`src/rtl/mem_ctrl_pkg.sv`:
```
// ============================================================================
// Module      : mem_ctrl_pkg
// Description : Shared state encoding for the data-memory access controller.
// Revision    : 1.0 - initial release
// ============================================================================
`default_nettype none

package mem_ctrl_pkg;

    typedef enum logic [1:0] {
        IDLE    = 2'd0,
        REFILL  = 2'd1,
        WRITE   = 2'd2,
        RELEASE = 2'd3
    } mem_state_t;

    localparam int c_default_block_words = 4;

    function automatic int unsigned idx_width(input int unsigned words);
        return $clog2(words);
    endfunction

endpackage : mem_ctrl_pkg

`default_nettype wire

```
`src/rtl/refill_counter.sv`:
```
// ============================================================================
// Module      : refill_counter
// Description : Word index within a cache line being refilled; wraps at MAX.
// Revision    : 1.0 - initial release
// ============================================================================
`default_nettype none

module refill_counter #(
    parameter int WIDTH = 2,
    parameter int MAX   = 3
) (
    input  logic             clk,
    input  logic             rst_n,
    input  logic             inc,
    input  logic             clear,
    output logic [WIDTH-1:0] count,
    output logic             wrap
);

    logic [WIDTH-1:0] r_count;

    // MAX is 2^WIDTH-1, so the natural overflow of +1 performs the wrap to 0.
    always_ff @(posedge clk or negedge rst_n) begin
        if (!rst_n) begin
            r_count <= '0;
        end else if (clear) begin
            r_count <= '0;
        end else if (inc) begin
            r_count <= r_count + 1'b1;
        end
    end

    assign count = r_count;
    assign wrap  = (r_count == WIDTH'(MAX));

endmodule : refill_counter

`default_nettype wire

```
`src/rtl/mem_access_controller.sv`:
```
// ============================================================================
// Module      : mem_access_controller
// Description : Stalls the single-cycle core across data-cache refills and
//               write-through stores. Optional MEM_PERF_CNT_EN adds hit/miss
//               counters.
// Revision    : 1.0 - initial release
// ============================================================================
`default_nettype none

module mem_access_controller
    import mem_ctrl_pkg::*;
#(
    parameter int BLOCK_WORDS = c_default_block_words,
    parameter int IDX_W       = 2
) (
    input  logic             clk,
    input  logic             rst_n,
    input  logic             mem_read,
    input  logic             mem_write,
    input  logic             cache_hit,
    input  logic             mem_ready,
    output logic             stall,
    output logic             mem_rd_req,
    output logic             mem_wr_req,
    output logic             refill_we,
    output logic [IDX_W-1:0] refill_idx,
    output logic             cache_wr_en
`ifdef MEM_PERF_CNT_EN
    ,
    output logic [31:0]      hit_count,
    output logic [31:0]      miss_count
`endif
);

    localparam int c_last_idx = BLOCK_WORDS - 1;

    mem_state_t       r_state;
    mem_state_t       w_next;
    logic             w_stall;
    logic             w_rd_req;
    logic             w_wr_req;
    logic             w_refill_we;
    logic             w_cache_wr_en;
    logic             w_idx_clear;
    logic             w_idx_inc;
    logic             w_idx_last;
    logic [IDX_W-1:0] w_idx;

    refill_counter #(
        .WIDTH (IDX_W),
        .MAX   (c_last_idx)
    ) u_refill_counter (
        .clk   (clk),
        .rst_n (rst_n),
        .inc   (w_idx_inc),
        .clear (w_idx_clear),
        .count (w_idx),
        .wrap  (w_idx_last)
    );

    // Mealy decode: a store wins over a load if the decoder ever asserts both.
    always_comb begin
        w_stall       = 1'b0;
        w_rd_req      = 1'b0;
        w_wr_req      = 1'b0;
        w_refill_we   = 1'b0;
        w_cache_wr_en = 1'b0;
        w_idx_clear   = 1'b0;
        w_idx_inc     = 1'b0;
        w_next        = r_state;
        case (r_state)
            IDLE: begin
                if (mem_write) begin
                    w_stall       = 1'b1;
                    w_wr_req      = 1'b1;
                    w_cache_wr_en = cache_hit;
                    w_next        = WRITE;
                end else if (mem_read && !cache_hit) begin
                    w_stall     = 1'b1;
                    w_rd_req    = 1'b1;
                    w_idx_clear = 1'b1;
                    w_next      = REFILL;
                end
            end
            REFILL: begin
                w_stall  = 1'b1;
                w_rd_req = 1'b1;
                if (mem_ready) begin
                    w_refill_we = 1'b1;
                    w_idx_inc   = 1'b1;
                    if (w_idx_last) begin
                        w_next = RELEASE;
                    end
                end
            end
            WRITE: begin
                w_stall  = 1'b1;
                w_wr_req = 1'b1;
                if (mem_ready) begin
                    w_next = RELEASE;
                end
            end
            RELEASE: begin
                w_next = IDLE;
            end
            default: begin
                w_next = IDLE;
            end
        endcase
    end

    always_ff @(posedge clk or negedge rst_n) begin
        if (!rst_n) begin
            r_state <= IDLE;
        end else begin
            r_state <= w_next;
        end
    end

    // Outputs are combinational from inputs, so force them low during reset.
    assign stall       = rst_n & w_stall;
    assign mem_rd_req  = rst_n & w_rd_req;
    assign mem_wr_req  = rst_n & w_wr_req;
    assign refill_we   = rst_n & w_refill_we;
    assign cache_wr_en = rst_n & w_cache_wr_en;
    assign refill_idx  = w_idx;

`ifdef MEM_PERF_CNT_EN
    logic        w_hit_evt;
    logic [31:0] r_hit_count;
    logic [31:0] r_miss_count;

    assign w_hit_evt = (r_state == IDLE) && !mem_write && mem_read && cache_hit;

    always_ff @(posedge clk or negedge rst_n) begin
        if (!rst_n) begin
            r_hit_count  <= '0;
            r_miss_count <= '0;
        end else begin
            if (w_hit_evt) begin
                r_hit_count <= r_hit_count + 32'd1;
            end
            if (w_idx_clear) begin
                r_miss_count <= r_miss_count + 32'd1;
            end
        end
    end

    assign hit_count  = r_hit_count;
    assign miss_count = r_miss_count;
`endif

endmodule : mem_access_controller

`default_nettype wire

```
`config.mk`:
```
export PLATFORM = sky130hd
export DESIGN_NAME = mem_access_controller
export DESIGN_NICKNAME = d
export VERILOG_FILES = /design/src/rtl/mem_ctrl_pkg.sv /design/src/rtl/refill_counter.sv /design/src/rtl/mem_access_controller.sv
export SDC_FILE = /design/constraint.sdc
export NUM_CORES = 1
export LEC_CHECK = 0
export CAP_MARGIN = 20
export CORE_AREA = 2 2 39 41
export CTS_CLUSTER_DIAMETER = 150
export DETAILED_ROUTE_END_ITERATION = 8
export DIE_AREA = 0 0 41 43
export PLACE_DENSITY = 0.57
export SYNTH_ARGS = -nofsm -noshare
export SYNTH_HDL_FRONTEND = slang
export SYNTH_HIERARCHICAL = 1
export SYNTH_SLANG_ARGS = --single-unit
```
`constraint.sdc`:
```
create_clock -name clk -period 4.1 [get_ports clk]
set_clock_uncertainty 0.2 [all_clocks]
set_input_delay 0.82 -clock clk [delete_from_list [all_inputs] [get_ports clk]]
set_output_delay 0.82 -clock clk [all_outputs]
set_load 0.02 [all_outputs]
```
==> impl_results.md <==
* Outcome: complete, no violations
* Peak Freq at 291 MHz
* Inserted Clock Buffers at 3
* Post-CTS Setup Inserts at 0
* Full die area at 1760 um2
* Cells after Synth at 38
* Rows at 14
* Final ANT Viol Nets at 0
* Seq/Total Area, Yosys at 26.7%
* Yosys reg bits at 4
* Met2 routed WL at 313 um
* # clock sinks at 4
* Initial antenna violation count at 0
* Distinct cells, synth at 21
* I/O Buffers at 12
* WL per Instance at 9.99 um
* Dpl hpwl at 558 um
* Setup crit start kind: input port
* Clock transition at path regs at 0.03 ns
* Synthesized area at 375 um2
* Sw frac at 42.2%
* Fraction of layout cells with a size suffix above 1 at 11.3%
* Leak pwr at 0.244 nW
* Sw power at 0.153 mW
* Mapped Avg Cell Area at 9.88 um2
* Post-CTS resize count at 0
* Worst Path Required at 3.08 ns
* Max Cap Violations at 0
* Critical path type: in2out
* Placeable Area at 1380 um2
* Final Slew Violations at 0
* Grt ovf at 0
* Global-route wire length before repair at 1200 um
* P_int at 0.210 mW
* DIE WIDTH at 41 um
* CP max FO at 7
* Ys Warns at 6
* Setup crit end kind: output pin
* Post-synth EDFFs at 0
* All-Layer GR Usage at 10.5%
* Clock power frac at 12.6%
* Clk_lat worst skew at 0.23 ns
* Placed Instances at 66
* Routed wl met3 at 45 um
* Sequential share of power at 22.4%
* Hold crit path type: reg2reg
* Power Density at 675 nW/um2
* Boundary Pins at 13
* Clock buffer depth at 2
* Top post-synthesis cells by area: dfrtp_1, ha_1, a21oi_1
* Register area at 100 um2
* Period utilization at 83.7%
* Multi-input gate area at 264 um2
* Vias in the first global route at 318
* Syn Nets at 50
* P&R area growth vs syn at 43.3%
* Top Layer Used: met3
* Top cell type's share of synthesized area at 26.7%
* Worst Tran Pin Value at 0.315 ns
* Final hold vios at 0
* Setup TNS at 0 ns
* Final setup viols at 0
* Largest net degree at the start of global routing at 10
* Non-Filler Instances at 69
* DRT iter0 DRCs at 1
* Worst IR Drop VDD at 0.299 mV
* Combinational Power Share at 65.0%
* Die height at 43 um
* Worst relative slew slack at 79.0%
* Hold-fix buffers at CTS at 0
* Asr flop ratio synth at 100%
* Via count at 315
* Crit path time final at 3.43 ns
* Vias per inst at 4.57
* CTS Root Buffer Type: clkbuf_4
* Gp weighted congestion at 0.662
* CTS tree: done
* N_diodes at 0
* Worst EP arrival at 2.41 ns
* Filler cells at 139
* H-tree levels at 1
* Initial core utilization at 27.1%
* Met1 wire length at 329 um
* Layout Nets at 67
* Post-route DRC at 0
* WL final at 689 um
* RSZ-0062 raised after global routing: false
* Pre-antenna DRT Iters at 2
* Main synth FF type: dfrtp_1
* Leading area contributor after synthesis: dfrtp_1
## registers in the layout, indices dropped and copies added, names as in the netlist
register,cells
r_state,2
u_refill_counter/count,2
## cell usage after synthesis (2+ instances only)
master    n
ha_1      6
a21oi_1   4
dfrtp_1   4
inv_1     3
nand2b_1  3
a31oi_1   2
nor2_1    2
## layout make-up
class / count / area share [%]
Clock buffer: 3 / 4.19
Inverter: 3 / 2.09
Multi-Input combinational cell: 31 / 49.1
Sequential cell: 4 / 18.6
Tap cell: 16 / 3.72
Timing Repair Buffer: 12 / 22.3
## through the flow
stage	util (%)	instance area, um2	setup WS [ns]	hold slack [ns]	power (mW)
finish	38.9	538	0.669	0.366	0.363
CTS	38.9	538	0.648	0.382	0.372
detailed placement	37.3	515	0.658	0.370	0.322
floorplan	-	375	1.46	0.324	0.242
global route	38.9	538	0.574	0.439	0.404
global placement	37.3	515	0.632	0.385	0.324
## power by group through the flow
stage          clock network, mW  registers (mW)  logic, mW
6_report                  0.0457          0.0813      0.236
5_1_grt                   0.0506          0.0856      0.268
4_1_cts                   0.0488          0.0814      0.242
3_5_place_dp                   0          0.0817      0.240
3_3_place_gp                   0          0.0830      0.241
2_1_floorplan                  0          0.0904      0.151
## path summary, 6_finish.rpt
path / from / to / slack [ns] / cells after the start
max in group asynchronous: rst_n / u_refill_counter/count[1]$_DFFE_PN0P_ / 2.81 / 1
worst min-delay path: u_refill_counter/count[1]$_DFFE_PN0P_ / u_refill_counter/count[1]$_DFFE_PN0P_ / 0.37 / 2
worst max-delay path: mem_write / stall / 0.67 / 5
worst min register to register: u_refill_counter/count[1]$_DFFE_PN0P_ / u_refill_counter/count[1]$_DFFE_PN0P_ / 0.37 / 2
min in group asynchronous: rst_n / r_state[1]$_DFFE_PN0P_ / 0.66 / 1
worst max register to register: r_state[1]$_DFFE_PN0P_ / r_state[1]$_DFFE_PN0P_ / 2.49 / 5
## cell families after synthesis
family / Yosys count / synth area share [%]
compound gates: 9 / 15.7
xor+xnor: 1 / 2.33
fa+ha+maj: 6 / 20.0
buf+inv: 3 / 3.00
flops: 4 / 26.7
mux: 1 / 2.67
simple gates: 14 / 29.7
## worst max-delay path, cell delays in order
cell	delay, ns
clkdlybuf4s50_1	0.59
nand2b_1	0.14
a21oi_1	0.06
nor3b_1	0.17
clkdlybuf4s50_1	0.62
## metal layers
layer / GRT usage [%] / vias to the layer above
li1: - / 165
met1: 13.1 / 140
met2: 14.4 / 10
met3: 4.71 / 0
met4: 6.00 / 0
met5: 0 / -
## placed cells by master, fill, tap and decap left out
master / netlist / routed
and4_1: 1 / 1
dfrtp_1: 4 / 4
nor2_1: 2 / 2
nor3b_2: 1 / 1
clkbuf_4: 0 / 3
nor3b_1: 1 / 1
nand3b_4: 1 / 1
nand2_1: 1 / 1
o21a_1: 1 / 1
xnor2_1: 1 / 1
nand2b_4: 1 / 1
and3_1: 1 / 1
o2111a_1: 1 / 1
nand2b_1: 3 / 3
mux2i_1: 1 / 1
o21bai_1: 1 / 1
ha_1: 6 / 6
nor2b_1: 1 / 1
and2_1: 1 / 1
a21oi_1: 4 / 4
inv_1: 3 / 3
a31oi_1: 2 / 2
clkdlybuf4s50_1: 0 / 12
Note: power is estimated with default switching activity, not from simulation.
==> variant 1, RTL diff (same settings) <==
The 4 states of `mem_state_t` get a one-hot encoding in 4 bits.
--- a/src/rtl/mem_ctrl_pkg.sv
+++ b/src/rtl/mem_ctrl_pkg.sv
@@ -7,11 +7,11 @@
 
 package mem_ctrl_pkg;
 
-    typedef enum logic [1:0] {
-        IDLE    = 2'd0,
-        REFILL  = 2'd1,
-        WRITE   = 2'd2,
-        RELEASE = 2'd3
+    typedef enum logic [3:0] {
+        IDLE    = 4'b0001,
+        REFILL  = 4'b0010,
+        WRITE   = 4'b0100,
+        RELEASE = 4'b1000
     } mem_state_t;
 
     localparam int c_default_block_words = 4;
Function: no difference found for any inputs over 10 cycles, from zero or initial values and one cycle with rst_n low; not proved beyond that.
==> variant 1 against the unedited design <==
  * Synthesized cell count grew 11%
  * Total power decreased by 17%
  * Via count is 11% higher
  * Non-clock buffer count unchanged
  * Sequential cell count increased by 2
  * Sequential power rose by 30%
  * Design area rose by 2.1%
  * Critical path depth fell by 1
  * Worst setup slack worse by 0.059 ns
  * Maximum frequency is 1.7% lower
  * Clock power grew 33%
  * Wire length increased by 30%
  * Area after synthesis rose by 2.0%
  * Critical path type unchanged
  * Largest cell class unchanged
==> variant 1: results (changes against the unedited design) <==
r2r_start: "r_state[0]"
placedInstanceArea_sq_um: 523  # +1.5%
drtPass1Iterations: 4  # +2
clock_latency_ns: 0.25  # +0.02 ns
synth_nets: 49  # -2.0%
gp_congestion: 0.681  # +2.8%
drive_gt1_frac: 0.121  # +0.00748
total_leakage_power_nw: 0.245  # +0.52%
tightestPinTransition_ns: 0.410  # +0.0957 ns
reg2reg_setup_slack_ns: 2.48
cp.arrival_ns: 2.47  # +0.06 ns
crit_end: "cache_wr_en"
postCtsSetupRepairBufs: 0  # unchanged
synth_cell_types: 23  # +9.5%
viasPerCell: 4.73  # +3.6%
grt_pass1_vias: 332  # +4.4%
final_nets: 66  # -1.5%
drt_iter0_markers: 3  # +2
track_usage: 0.137  # +0.0317
synth_common_cells: "nor2_1, dfrtp_1, nand2_1, nor3_1"
run_status: "completed"
grt_pass1_wl_mm: 1.48  # +24%
r2r-end: "u_refill_counter/count[1]"
dp.cells: 70  # +6.1%
wirelength_microns: 894  # +30%
num-fill-cells: 146  # +5.0%
netlist_top_cells_area: "dfrtp_1, dfstp_2, nor2_1, mux2i_1, nor3_1"
grt_max_degree: 11  # +1
post-dp-hpwl_microns: 642  # +15%
yosys_warnings: 6  # unchanged
cp_max_fo: 10  # +3
diodes: 0  # unchanged
ir_drop_v: 0.000182  # -39%
p_int_mw: 0.190  # -9.6%
startpoint: "rst_n"
vias: 350  # +11%
synth_seq_area_share: 0.395  # +0.129
synth.avg_cell_area_sq_um: 9.12  # -7.7%
## variant 1: worst max-delay path: stages
cell and delay [ns]:
clkdlybuf4s50_1 0.72, nand2_1 0.12, nor3_1 0.18, clkdlybuf4s50_1 0.62
## variant 1: worst min-delay path by stage
| stage | start | end | slack [ns] | cells after the start |
|---|---|---|---|---|
| floorplan | r_state[3] | r_state[3] | 0.30 | 1 |
| global placement | r_state[3] | r_state[3] | 0.32 | 1 |
| detailed placement | r_state[3] | r_state[3] | 0.33 | 1 |
| CTS | r_state[3] | r_state[3] | 0.33 | 1 |
| global route | r_state[3] | r_state[3] | 0.35 | 1 |
| finish | r_state[3] | r_state[3] | 0.33 | 1 |
## variant 1: final cells by class
cell class / instances / area share
sequential: 6 / 0.276
inverter: 1 / 0.00683
tap: 16 / 0.0364
timing repair buffer: 12 / 0.219
clock buffer: 4 / 0.0478
multi-input combinational: 35 / 0.415
## variant 1: stage by stage
stage / setup WS [ns] / util
3_5_place_dp: 0.616 / 0.378
2_1_floorplan: 1.56 / -
4_1_cts: 0.614 / 0.397
5_1_grt: 0.533 / 0.397
6_report: 0.610 / 0.397
3_3_place_gp: 0.643 / 0.378
## variant 1: per-layer routing
layer / wire (microns) / GRT usage / part of all wire
met1: 384 / 0.168 / 0.43
met3: 58 / 0.0628 / 0.065
met4: 12 / 0.120 / 0.013
met5: 0 / 0 / 0
met2: 439 / 0.169 / 0.49
## variant 1: cell families (layout without fill, tap and decap cells)
family                     count (synthesis)  after routing  share of synthesized area
AOI/OAI and AO/OA                          7              7                      0.134
xor gates and xnor gates                   1              1                     0.0229
adders and majority gates                  1              1                     0.0327
buffers and inverters                      1             17                    0.00979
DFF                                        6              6                      0.395
muxes                                      2              2                     0.0523
and+or+nand+nor                           24             24                      0.353
## variant 1: power groups by stage
stage               Clock, mW  Combinational [mW]  Sequential [mW]
global route           0.0682               0.150            0.111
floorplan                   0              0.0826            0.108
detailed placement          0               0.134            0.107
global placement            0               0.134            0.108
finish                 0.0607               0.136            0.106
CTS                    0.0640               0.136            0.106
==> variant 2, RTL diff (same flow settings) <==
Without the edit above. Change the parameter `IDX_W` from 2 to 3.
--- a/src/rtl/mem_access_controller.sv
+++ b/src/rtl/mem_access_controller.sv
@@ -11,7 +11,7 @@
     import mem_ctrl_pkg::*;
 #(
     parameter int BLOCK_WORDS = c_default_block_words,
-    parameter int IDX_W       = 2
+    parameter int IDX_W       = 3
 ) (
     input  logic             clk,
     input  logic             rst_n,
Ports: changed (resized refill_idx); port bits go from 13 to 14. The function was not compared with the original's and may differ.
==> variant 2 against the unedited design <==
  * Sequential cell count rose by 1
  * Worst setup slack got worse by 0.042 ns
  * Design area grew 12%
  * Area after synthesis is 14% higher
  * Utilization rose by 4.8 points
  * Total power increased by 18%
  * Wire length is 24% higher
  * Clock power rose by 19%
  * Highest routed layer unchanged
==> variant 2: results (changes against the unedited design) <==
run_status: "completed"
drt-met1-wl_microns: 386  # +17%
synth_nets: 56  # +12%
track_usage: 0.122  # +0.0174
wl_per_cell_microns: 11.2  # +12%
vias: 366  # +16%
cts_max_level: 1  # unchanged
grt_max_degree: 11  # +1
gr-usage-met3: 0.0157  # -0.0314
grt_pass1_wl_mm: 1.44  # +20%
cp_max_fo: 4  # -3
power_switching_mw: 0.183  # +20%
post-dp-hpwl_microns: 676  # +21%
port_buffers: 13  # +1
grt_pass1_vias: 353  # +11%
route.met2.wl_microns: 418  # +34%
reg2reg_setup_slack_ns: 2.51  # +0.02 ns
async_flop_share: 1.00  # unchanged
setup_ws_ns: 0.626  # -0.0424 ns
yosys_warnings: 6  # unchanged
wl_met3_microns: 47  # +4.4%
synth_seq_area_share: 0.292  # +0.0257
slowest_stage: "clkdlybuf4s50_1"
synth_edf_count: 0  # unchanged
ir_drop_v: 0.000268  # -10%
drtPass1Iterations: 4  # +2
met2_usage: 0.178  # +0.0344
holdWs_ns: 0.363  # -0.00265 ns
max_slew_margin: 0.745  # -0.0449
gp_congestion: 0.652  # -1.5%
netlist_top_cells_area: "dfrtp_1, ha_1, a21oi_1, nand3b_4, nand2b_1"
preCtsSetupSlack_ns: 0.623  # -0.0342 ns
dp.cells: 72  # +9.1%
drive_gt1_frac: 0.100  # -0.0132
synth.avg_cell_area_sq_um: 9.95  # +0.74%
synth_common_cells: "ha_1, dfrtp_1, a21oi_1, inv_1"
grt_use_met1: 0.161  # +0.0305
total_leakage_power_nw: 0.278  # +14%
diodes: 0  # unchanged
largest_reg_flops: 3
cpPeakStageDelay_ns: 0.59  # -0.03 ns
r2r_start: "r_state[1]"
routed.top_layer: "met3"
drt_iter0_markers: 5  # +4
postCtsSetupRepairBufs: 0  # unchanged
viasPerCell: 4.82  # +5.5%
final_nets: 74  # +10%
placedInstanceArea_sq_um: 578  # +12%
powerComb_mw: 0.273  # +16%
startpoint: "mem_read"
num-fill-cells: 145  # +4.3%
hold_class: "reg -> reg"
multi_input_area_sq_um: 288  # +9.0%
synth_cell_types: 22  # +4.8%
pg_clk_mw: 0.0546  # +19%
critPathRequiredTime_ns: 3.08  # about the same
## variant 2: changes by cell type after synthesis, sizes merged
cell / before / now
a211oi: 0 / 1
nor2: 2 / 3
inv: 3 / 4
dfrtp: 4 / 5
ha: 6 / 7
## variant 2: cell type report
class,instances,area share
flip-flops and latches,5,0.207
multi-input cells,34,0.476
clock buffers,4,0.0435
repair buffers,13,0.215
inverters,4,0.0248
well taps,16,0.0331
## variant 2: kinds of logic after synthesis
logic type | after synthesis | share of synthesized area
mux | 1 | 0.0234
fa+ha+maj | 7 | 0.205
flops | 5 | 0.292
simple gates | 15 | 0.269
buf+inv | 4 | 0.0351
xor+xnor | 1 | 0.0205
compound gates | 10 | 0.155
## variant 2: worst paths after layout
path / to / depth (start not counted)
max: mem_rd_req / 5
min: u_refill_counter/count[1] / 2
max reg2reg: u_refill_counter/count[2] / 5
min reg2reg: u_refill_counter/count[1] / 2
max in group asynchronous: u_refill_counter/count[2] / 1
min in group asynchronous: r_state[1] / 1
